<file path="config.mk">
export PLATFORM = sky130hd
export DESIGN_NAME = noc_xbar_switch_flat
export DESIGN_NICKNAME = d
export VERILOG_FILES = /design/src/rtl/noc_xbar_switch_pkg.sv /design/src/rtl/noc_xbar_switch_if.sv /design/src/rtl/noc_xbar_switch_rr_arbiter.sv /design/src/rtl/noc_xbar_switch.sv /design/src/flat_wrapper.sv
export SDC_FILE = /design/constraint.sdc
export NUM_CORES = 1
export LEC_CHECK = 0
export CELL_PAD_IN_SITES_DETAIL_PLACEMENT = 1
export CELL_PAD_IN_SITES_GLOBAL_PLACEMENT = 2
export CORE_MARGIN = 2
export CORE_UTILIZATION = 30
export CTS_CLUSTER_DIAMETER = 150
export DETAILED_ROUTE_END_ITERATION = 7
export GPL_TIMING_DRIVEN = 0
export PLACE_DENSITY_LB_ADDON = 0.25
export SETUP_SLACK_MARGIN = 0.3
export SYNTH_ARGS = -nofsm -noshare
export SYNTH_HDL_FRONTEND = slang
export SYNTH_SLANG_ARGS = --single-unit
</file>
<file path="constraint.sdc">
create_clock -name clk -period 4.4 [get_ports clk]
set_input_delay 0.88 -clock clk [delete_from_list [all_inputs] [get_ports clk]]
set_output_delay 0.88 -clock clk [all_outputs]
set_load 0.02 [all_outputs]
</file>
<file path="src/rtl/noc_xbar_switch_pkg.sv">
// Shared definitions for the NoC crossbar switch: default widths, port index
// map of the 3-in/2-out router, per-output FSM encoding and a width helper.
package noc_xbar_switch_pkg;

  localparam int DATA_W_DEF = 8;

  // Input port map of the default router instance
  localparam int PORT_VC0 = 0;
  localparam int PORT_VC1 = 1;
  localparam int PORT_NI  = 2;

  // Output port map of the default router instance
  localparam int OUT_DOWN = 0;
  localparam int OUT_NI   = 1;

  typedef enum logic [0:0] {
    ST_IDLE   = 1'b0,
    ST_LOCKED = 1'b1
  } xbar_state_e;

  // Index width for n entries, never narrower than one bit
  function automatic int idx_width(input int n);
    return (n > 1) ? $clog2(n) : 1;
  endfunction

endpackage

</file>
<file path="src/rtl/noc_xbar_switch_if.sv">
// Flit bus of the crossbar: NUM_IN flat input lanes and NUM_OUT flat output
// lanes. The switch uses the slave modport, its environment the master one.
interface noc_xbar_switch_if
  import noc_xbar_switch_pkg::*;
#(
  parameter int DATA_W  = DATA_W_DEF,
  parameter int NUM_IN  = 3,
  parameter int NUM_OUT = 2,
  parameter int DEST_W  = idx_width(NUM_OUT)
);

  logic [NUM_IN-1:0]          in_valid;
  logic [NUM_IN*DATA_W-1:0]   in_data;
  logic [NUM_IN-1:0]          in_head;
  logic [NUM_IN-1:0]          in_tail;
  logic [NUM_IN*DEST_W-1:0]   in_dest;
  logic [NUM_IN-1:0]          in_ready;
  logic [NUM_OUT-1:0]         out_valid;
  logic [NUM_OUT*DATA_W-1:0]  out_data;
  logic [NUM_OUT-1:0]         out_tail;
  logic [NUM_OUT-1:0]         out_ready;

  modport master (
    output in_valid, in_data, in_head, in_tail, in_dest, out_ready,
    input  in_ready, out_valid, out_data, out_tail
  );

  modport slave (
    input  in_valid, in_data, in_head, in_tail, in_dest, out_ready,
    output in_ready, out_valid, out_data, out_tail
  );

endinterface

</file>
<file path="src/rtl/noc_xbar_switch_rr_arbiter.sv">
// Round-robin arbiter: one-hot grant of the first request found scanning
// upward from the pointer; the pointer moves past the winner only when the
// grant is actually used (en).
module noc_rr_arbiter
  import noc_xbar_switch_pkg::*;
#(
  parameter int N     = 3,
  parameter int PTR_W = idx_width(N)
) (
  input  logic             clk,
  input  logic             rst,
  input  logic [N-1:0]     req,
  input  logic             en,
  output logic [N-1:0]     grant,
  output logic [PTR_W-1:0] grant_idx,
  output logic             any
);

  logic [PTR_W-1:0] ptr_r;
  logic [PTR_W-1:0] scan_idx_s;

  // Scan requests starting at the pointer and pick the first one found
  always_comb begin
    grant      = '0;
    grant_idx  = '0;
    any        = 1'b0;
    scan_idx_s = '0;
    for (int k = 0; k < N; k++) begin
      scan_idx_s = PTR_W'((int'(ptr_r) + k) % N);
      if (!any && req[scan_idx_s]) begin
        any               = 1'b1;
        grant[scan_idx_s] = 1'b1;
        grant_idx         = scan_idx_s;
      end else begin
        any = any;
      end
    end
  end

  // Advance the pointer to the entry after the winner when the grant is taken
  always_ff @(posedge clk) begin
    if (rst) begin
      ptr_r <= '0;
    end else if (en) begin
      ptr_r <= (int'(grant_idx) == N - 1) ? '0 : grant_idx + 1'b1;
    end else begin
      ptr_r <= ptr_r;
    end
  end

endmodule

</file>
<file path="src/rtl/noc_xbar_switch.sv">
// Wormhole crossbar NUM_IN x NUM_OUT. Each output arbitrates head flits
// round-robin, then stays locked to the winning input until its tail flit.
// Outputs are registered valid/ready stages sustaining one flit per cycle.
// Optional macro SWITCH_STATS_EN adds per-output flit and stall counters.
module noc_xbar_switch
  import noc_xbar_switch_pkg::*;
#(
  parameter int DATA_W  = DATA_W_DEF,
  parameter int NUM_IN  = 3,
  parameter int NUM_OUT = 2,
  parameter int DEST_W  = idx_width(NUM_OUT)
) (
  input  logic                 clk,
  input  logic                 rst,
`ifdef SWITCH_STATS_EN
  output logic [NUM_OUT*16-1:0] stat_flits,
  output logic [NUM_OUT*16-1:0] stat_stall,
`endif
  noc_xbar_switch_if.slave     bus
);

  localparam int IDX_W = idx_width(NUM_IN);

  xbar_state_e             state_r     [NUM_OUT];
  xbar_state_e             state_nxt_s [NUM_OUT];
  logic [IDX_W-1:0]        owner_r     [NUM_OUT];
  logic [IDX_W-1:0]        owner_nxt_s [NUM_OUT];
  logic [NUM_IN-1:0]       req_s       [NUM_OUT];
  logic [NUM_IN-1:0]       arb_grant_s [NUM_OUT];
  logic [IDX_W-1:0]        arb_idx_s   [NUM_OUT];
  logic                    arb_any_s   [NUM_OUT];
  logic [NUM_IN-1:0]       grant_s     [NUM_OUT];
  logic [IDX_W-1:0]        sel_idx_s   [NUM_OUT];
  logic [NUM_OUT-1:0]      arb_en_s;
  logic [NUM_OUT-1:0]      space_s;
  logic [NUM_OUT-1:0]      load_s;
  logic [NUM_IN-1:0]       owns_s;
  logic [NUM_IN-1:0]       in_ready_s;
  logic [NUM_OUT-1:0]      out_valid_r;
  logic [NUM_OUT-1:0]      out_tail_r;
  logic [NUM_OUT*DATA_W-1:0] out_data_r;

  // Head requests per output; inputs that own a locked output are masked so
  // that an input is never granted by two outputs
  always_comb begin
    owns_s = '0;
    for (int o = 0; o < NUM_OUT; o++) begin
      if (state_r[o] == ST_LOCKED) begin
        owns_s[owner_r[o]] = 1'b1;
      end else begin
        owns_s = owns_s;
      end
    end
    for (int o = 0; o < NUM_OUT; o++) begin
      req_s[o] = '0;
      for (int i = 0; i < NUM_IN; i++) begin
        req_s[o][i] = bus.in_valid[i] & bus.in_head[i] & ~owns_s[i] &
                      (bus.in_dest[i*DEST_W +: DEST_W] == DEST_W'(o));
      end
    end
  end

  for (genvar o = 0; o < NUM_OUT; o++) begin : g_arb
    noc_rr_arbiter #(
      .N     (NUM_IN),
      .PTR_W (IDX_W)
    ) u_arb (
      .clk       (clk),
      .rst       (rst),
      .req       (req_s[o]),
      .en        (arb_en_s[o]),
      .grant     (arb_grant_s[o]),
      .grant_idx (arb_idx_s[o]),
      .any       (arb_any_s[o])
    );
  end

  // Per-output FSM: grant, flit select and next lock state
  always_comb begin
    in_ready_s = '0;
    for (int o = 0; o < NUM_OUT; o++) begin
      state_nxt_s[o] = state_r[o];
      owner_nxt_s[o] = owner_r[o];
      grant_s[o]     = '0;
      arb_en_s[o]    = 1'b0;
      sel_idx_s[o]   = owner_r[o];
      space_s[o]     = ~out_valid_r[o] | bus.out_ready[o];
      if (rst) begin
        state_nxt_s[o] = ST_IDLE;
      end else begin
        case (state_r[o])
          ST_IDLE: begin
            if (space_s[o] && arb_any_s[o]) begin
              grant_s[o]   = arb_grant_s[o];
              arb_en_s[o]  = 1'b1;
              sel_idx_s[o] = arb_idx_s[o];
              if (!bus.in_tail[arb_idx_s[o]]) begin
                state_nxt_s[o] = ST_LOCKED;
                owner_nxt_s[o] = arb_idx_s[o];
              end else begin
                state_nxt_s[o] = ST_IDLE;
              end
            end else begin
              state_nxt_s[o] = ST_IDLE;
            end
          end
          ST_LOCKED: begin
            if (space_s[o] && bus.in_valid[owner_r[o]] && !bus.in_head[owner_r[o]]) begin
              grant_s[o][owner_r[o]] = 1'b1;
              if (bus.in_tail[owner_r[o]]) begin
                state_nxt_s[o] = ST_IDLE;
              end else begin
                state_nxt_s[o] = ST_LOCKED;
              end
            end else begin
              state_nxt_s[o] = ST_LOCKED;
            end
          end
          default: begin
            state_nxt_s[o] = ST_IDLE;
          end
        endcase
      end
      load_s[o]  = |grant_s[o];
      in_ready_s = in_ready_s | grant_s[o];
    end
  end

  // Lock state and output registers; a loaded flit replaces the held one,
  // otherwise the held flit leaves when downstream is ready
  always_ff @(posedge clk) begin
    for (int o = 0; o < NUM_OUT; o++) begin
      if (rst) begin
        state_r[o]                      <= ST_IDLE;
        owner_r[o]                      <= '0;
        out_valid_r[o]                  <= 1'b0;
        out_tail_r[o]                   <= 1'b0;
        out_data_r[o*DATA_W +: DATA_W]  <= '0;
      end else begin
        state_r[o] <= state_nxt_s[o];
        owner_r[o] <= owner_nxt_s[o];
        if (load_s[o]) begin
          out_valid_r[o]                 <= 1'b1;
          out_tail_r[o]                  <= bus.in_tail[sel_idx_s[o]];
          out_data_r[o*DATA_W +: DATA_W] <= bus.in_data[int'(sel_idx_s[o])*DATA_W +: DATA_W];
        end else if (bus.out_ready[o]) begin
          out_valid_r[o] <= 1'b0;
        end else begin
          out_valid_r[o] <= out_valid_r[o];
        end
      end
    end
  end

  assign bus.in_ready  = in_ready_s;
  assign bus.out_valid = out_valid_r;
  assign bus.out_data  = out_data_r;
  assign bus.out_tail  = out_tail_r;

`ifdef SWITCH_STATS_EN
  logic [NUM_OUT*16-1:0] stat_flits_r;
  logic [NUM_OUT*16-1:0] stat_stall_r;

  // Count accepted flits and backpressured cycles per output, wrapping at 2^16
  always_ff @(posedge clk) begin
    for (int o = 0; o < NUM_OUT; o++) begin
      if (rst) begin
        stat_flits_r[o*16 +: 16] <= 16'd0;
        stat_stall_r[o*16 +: 16] <= 16'd0;
      end else begin
        if (load_s[o]) begin
          stat_flits_r[o*16 +: 16] <= stat_flits_r[o*16 +: 16] + 16'd1;
        end else begin
          stat_flits_r[o*16 +: 16] <= stat_flits_r[o*16 +: 16];
        end
        if (out_valid_r[o] && !bus.out_ready[o]) begin
          stat_stall_r[o*16 +: 16] <= stat_stall_r[o*16 +: 16] + 16'd1;
        end else begin
          stat_stall_r[o*16 +: 16] <= stat_stall_r[o*16 +: 16];
        end
      end
    end
  end

  assign stat_flits = stat_flits_r;
  assign stat_stall = stat_stall_r;
`endif

endmodule

</file>
<file path="src/flat_wrapper.sv">
// flat-port wrapper written by rule: the top's interface ports become plain ports
module noc_xbar_switch_flat import noc_xbar_switch_pkg::*;
#(
  parameter int DATA_W  = DATA_W_DEF,
  parameter int NUM_IN  = 3,
  parameter int NUM_OUT = 2,
  parameter int DEST_W  = idx_width(NUM_OUT)
)
  (clk, rst, bus_in_valid, bus_in_data, bus_in_head, bus_in_tail, bus_in_dest, bus_out_ready, bus_in_ready, bus_out_valid, bus_out_data, bus_out_tail);
  noc_xbar_switch_if #(.DATA_W(DATA_W), .NUM_IN(NUM_IN), .NUM_OUT(NUM_OUT), .DEST_W(DEST_W)) bus_i ();
  input  logic clk;
  input  logic rst;
  input wire logic [$bits(bus_i.in_valid)-1:0] bus_in_valid;
  input wire logic [$bits(bus_i.in_data)-1:0] bus_in_data;
  input wire logic [$bits(bus_i.in_head)-1:0] bus_in_head;
  input wire logic [$bits(bus_i.in_tail)-1:0] bus_in_tail;
  input wire logic [$bits(bus_i.in_dest)-1:0] bus_in_dest;
  input wire logic [$bits(bus_i.out_ready)-1:0] bus_out_ready;
  output wire logic [$bits(bus_i.in_ready)-1:0] bus_in_ready;
  output wire logic [$bits(bus_i.out_valid)-1:0] bus_out_valid;
  output wire logic [$bits(bus_i.out_data)-1:0] bus_out_data;
  output wire logic [$bits(bus_i.out_tail)-1:0] bus_out_tail;
  assign bus_i.in_valid = bus_in_valid;
  assign bus_i.in_data = bus_in_data;
  assign bus_i.in_head = bus_in_head;
  assign bus_i.in_tail = bus_in_tail;
  assign bus_i.in_dest = bus_in_dest;
  assign bus_i.out_ready = bus_out_ready;
  assign bus_in_ready = bus_i.in_ready;
  assign bus_out_valid = bus_i.out_valid;
  assign bus_out_data = bus_i.out_data;
  assign bus_out_tail = bus_i.out_tail;
  noc_xbar_switch #(.DATA_W(DATA_W), .NUM_IN(NUM_IN), .NUM_OUT(NUM_OUT), .DEST_W(DEST_W)) u_core (.clk(clk), .rst(rst), .bus(bus_i));
endmodule
</file>
==> out/summary.txt <==
Final setup viols - 0
die area - 10190 sq um
CP Data Required Time - 3520 ps
DRT met1 WL - 4.533 mm
WL/cell - 18.49 um
Worst Path Max Fanout - 5
Clk Tree Root Cell - clkbuf_8
Max Freq - 248.1 MHz
WL final - 9.801 mm
DR pass1 iterations - 4
Final Cycle Share - 0.9159
clock skew - 6.832 ps
Pint - 0.5771 mW
Slew Limit Headroom - 0.3980
starting density of the core - 0.3065
Max IR drop VDD - 0.0001415 V
Core ar. - 9196 sq um
Pwr per Cell Area - 238.7 nW/um^2
CTS Sinks - 30
die width - 100.9 um
DIE HEIGHT - 100.9 um
Clock Pin Slew Worst Setup and Hold Paths - 60 ps
Data arrival, critical path - 3150 ps
mapped cell area - 2819 sq um
critical path class - in2out
post-synth net total - 397
Switching Fraction - 0.3568
Slew @ Worst Pin - 898.8 ps
Placed Area - 3568 sq um
Synth top area share - 0.2130
Critical Path Start - bus_in_dest[1]
RSZ-0062 raised after global routing - true
CTS buffer count - 5
Critical Path End - bus_in_ready[0]
H-tree Lvls - 2
Finished Core Util - 0.4087
reg2reg path depth - 11
Leakage - 1.387 nW
reg2reg end - u_core.bus.out_data[12]$_SDFFE_PP0P_
metal2 WL - 4.607 mm
sequential share of the synthesized area - 0.2130
Synth Instances - 349
status - complete, no violations
HPWL Detailed - 7.673 mm
clock latency on the worst-skew pair - 280 ps
Initial DRC Count - 91
sequential power share - 0.341
Via density - 5.662
Max Slew Vio Count - 0
yosys warns - 0
Min Clock Period, post-route - 4030 ps
min-delay worst type - reg2reg
final net count - 466
TritonCTS clock tree - built
layout cells sized above 1 - 0.1790
worst r2r src - u_core.g_arb[1].u_arb.ptr_r[0]$_SDFFE_PP0P_
Logic pwr share - 0.399
Worst R2R Setup Slack - 840 ps
top layer in use - met4
fraction of registers with async set/reset - 0
CTS Buffer Depth - 2
GR Util All Layers - 0.1990
GPL Wtd Cong - 0.8119
FP Rows - 35
drt drc - 0
DR WL met3 - 495 um
most common flop cell mapped by yosys - dfxtp_1
Switch Pwr - 0.3202 mW
Critical Path Start Type - input pin
Post-synth EDFFs - 0
Clk pwr share - 0.260
Crit. End Element - output port
synthesized area per cell - 8.077 sq um
first-pass GRT wire length - 16.14 mm
Cell variety after synth - 68
DR vias - 3001
port bufs - 61
largest cells by area after synthesis - dfxtp_1, mux2i_1, a311oi_2
antenna diode count - 0
initial antenna violation count - 0
max cap viols - 0
IO Pins - 63
FF+latch count, synth - 30
Routed Antenna Nets - 0
Synth area leader - dfxtp_1
grt total ovfl - 0
fin area - 3759 sq um
vias in the first global route - 3230
largest net degree at the start of global routing - 11
Final Hold Fails - 0
area growth from synthesis to layout - 33.33%
-- state kept, by name, indices dropped and copies added, names as in the netlist --
| name | count |
|---|---|
| u_core.g_arb.u_arb.ptr_r | 4 |
| u_core.state_r | 2 |
| u_core.bus.out_data | 16 |
| u_core.bus.out_tail | 2 |
| u_core.bus.out_valid | 2 |
| u_core.owner_r | 4 |
-- cells in the mapped netlist (all sizes together) (3+ instances only) --
cell type and number:
o32ai 4, o2111ai 4, nor2 31, mux2 12, nor3 24, dfxtp 30
mux2i 18, inv 14, and3b 5, and3 3, nand2b 6, nor3b 4
ha 8, or3 4, nand3b 7, nand2 24, nor4 3, o21ai 12
clkbuf 14, a221oi 10, or4 4, or2 12, a31oi 5, buf 9
a21oi 20, a311oi 9, a21boi 3, nand3 6, o211ai 4, a2111oi 3
and4 3
-- cells by family after synthesis --
kind of cell | count (synthesis) | synth area share
adders and majority gates | 10 | 0.04261
and+or+nand+nor | 146 | 0.2832
muxes | 30 | 0.1176
DFF | 30 | 0.2131
buffers and inverters | 37 | 0.06524
AOI/OAI and AO/OA | 96 | 0.2783
-- cell type report --
cell class / count / area [sq um]
Fill cell: 1097 / 5438
Multi-Input combinational cell: 282 / 2132
Timing Repair Buffer: 62 / 603.1
Sequential cell: 30 / 600.6
Buffer: 23 / 140.1
Tap cell: 111 / 138.9
Clock buffer: 7 / 86.33
Inverter: 14 / 52.55
Clock inverter: 1 / 5.005
-- metal layers --
metal / vias to the layer above / global-route usage
met2: 75 / 0.3400
met1: 1438 / 0.2552
met5: - / 0
met4: 0 / 0.05301
li1: 1476 / -
met3: 12 / 0.03953
-- critical path, cell delays in order --
cell,delay [ps]
clkdlybuf4s50_1,500
or4_4,510
o211ai_1,290
o41ai_2,140
a221o_1,350
a211o_1,320
buf_2,160
-- power groups by stage --
stage / clock network [mW] / logic [mW] / registers (mW)
after floorplan: 0 / 0.211 / 0.323
after global placement: 0 / 0.343 / 0.312
after detailed placement: 0 / 0.349 / 0.313
after CTS: 0.236 / 0.356 / 0.307
after global routing: 0.244 / 0.395 / 0.310
final: 0.233 / 0.358 / 0.306
-- metrics by stage --
stage	power (mW)	setup WS, ps	hold WS [ps]	TNS, ps	std cells
after floorplan	0.5342	906.5	507.0	0	349
after global placement	0.6552	-464.2	481.7	-1180	521
after detailed placement	0.6614	-462.6	483.3	-1251	521
after CTS	0.8986	310.9	499.4	0	530
after global routing	0.9494	289.6	517.5	0	530
final	0.8973	370.0	494.8	0	530
-- cell usage in the layout (no fill, tap or decap), types with 3 or more instances in the layout --
cell / Yosys / routed
or2_2: 8 / 8
clkbuf_8: 0 / 6
or3_1: 4 / 4
a311oi_2: 9 / 9
and3_1: 3 / 3
nor2_1: 30 / 30
a21oi_1: 20 / 20
o21ai_0: 10 / 10
mux2_2: 12 / 12
dfxtp_1: 30 / 30
a221oi_1: 10 / 10
a21boi_0: 3 / 3
inv_1: 14 / 14
clkbuf_2: 0 / 3
nand2b_1: 6 / 6
a31oi_1: 5 / 5
or2_1: 4 / 4
o211ai_1: 3 / 3
clkbuf_1: 14 / 12
mux2i_1: 16 / 16
nand3_1: 6 / 5
clkdlybuf4s50_1: 0 / 50
nand2_1: 24 / 23
buf_6: 5 / 5
buf_2: 3 / 3
and3b_1: 5 / 5
ha_1: 8 / 8
nand3b_1: 7 / 7
buf_4: 1 / 3
dlygate4sd2_1: 0 / 7
nor3b_1: 4 / 3
nor3_1: 24 / 24
o32ai_1: 4 / 4
-- how the worst min path moves through the flow --
| stage | from | end | slack [ps] | cells after the start |
|---|---|---|---|---|
| after floorplan | u_core.g_arb[1].u_arb.ptr_r[1]$_SDFFE_PP0P_ | u_core.g_arb[1].u_arb.ptr_r[1]$_SDFFE_PP0P_ | 510 | 2 |
| after global placement | u_core.bus.out_data[8]$_SDFFE_PP0P_ | u_core.bus.out_data[8]$_SDFFE_PP0P_ | 480 | 2 |
| after detailed placement | u_core.bus.out_data[14]$_SDFFE_PP0P_ | u_core.bus.out_data[14]$_SDFFE_PP0P_ | 480 | 2 |
| after CTS | u_core.bus.out_data[9]$_SDFFE_PP0P_ | u_core.bus.out_data[9]$_SDFFE_PP0P_ | 500 | 2 |
| after global routing | u_core.bus.out_data[13]$_SDFFE_PP0P_ | u_core.bus.out_data[13]$_SDFFE_PP0P_ | 520 | 2 |
| final | u_core.bus.out_data[9]$_SDFFE_PP0P_ | u_core.bus.out_data[9]$_SDFFE_PP0P_ | 490 | 2 |
-- timing repair --
item,CTS,global route
setup buffers,1,0
hold buffers,0,0
setup endpoints to repair,3,3
pin swaps,6,2
gates resized for setup,33,8
(Power assumes the default switching activity.)
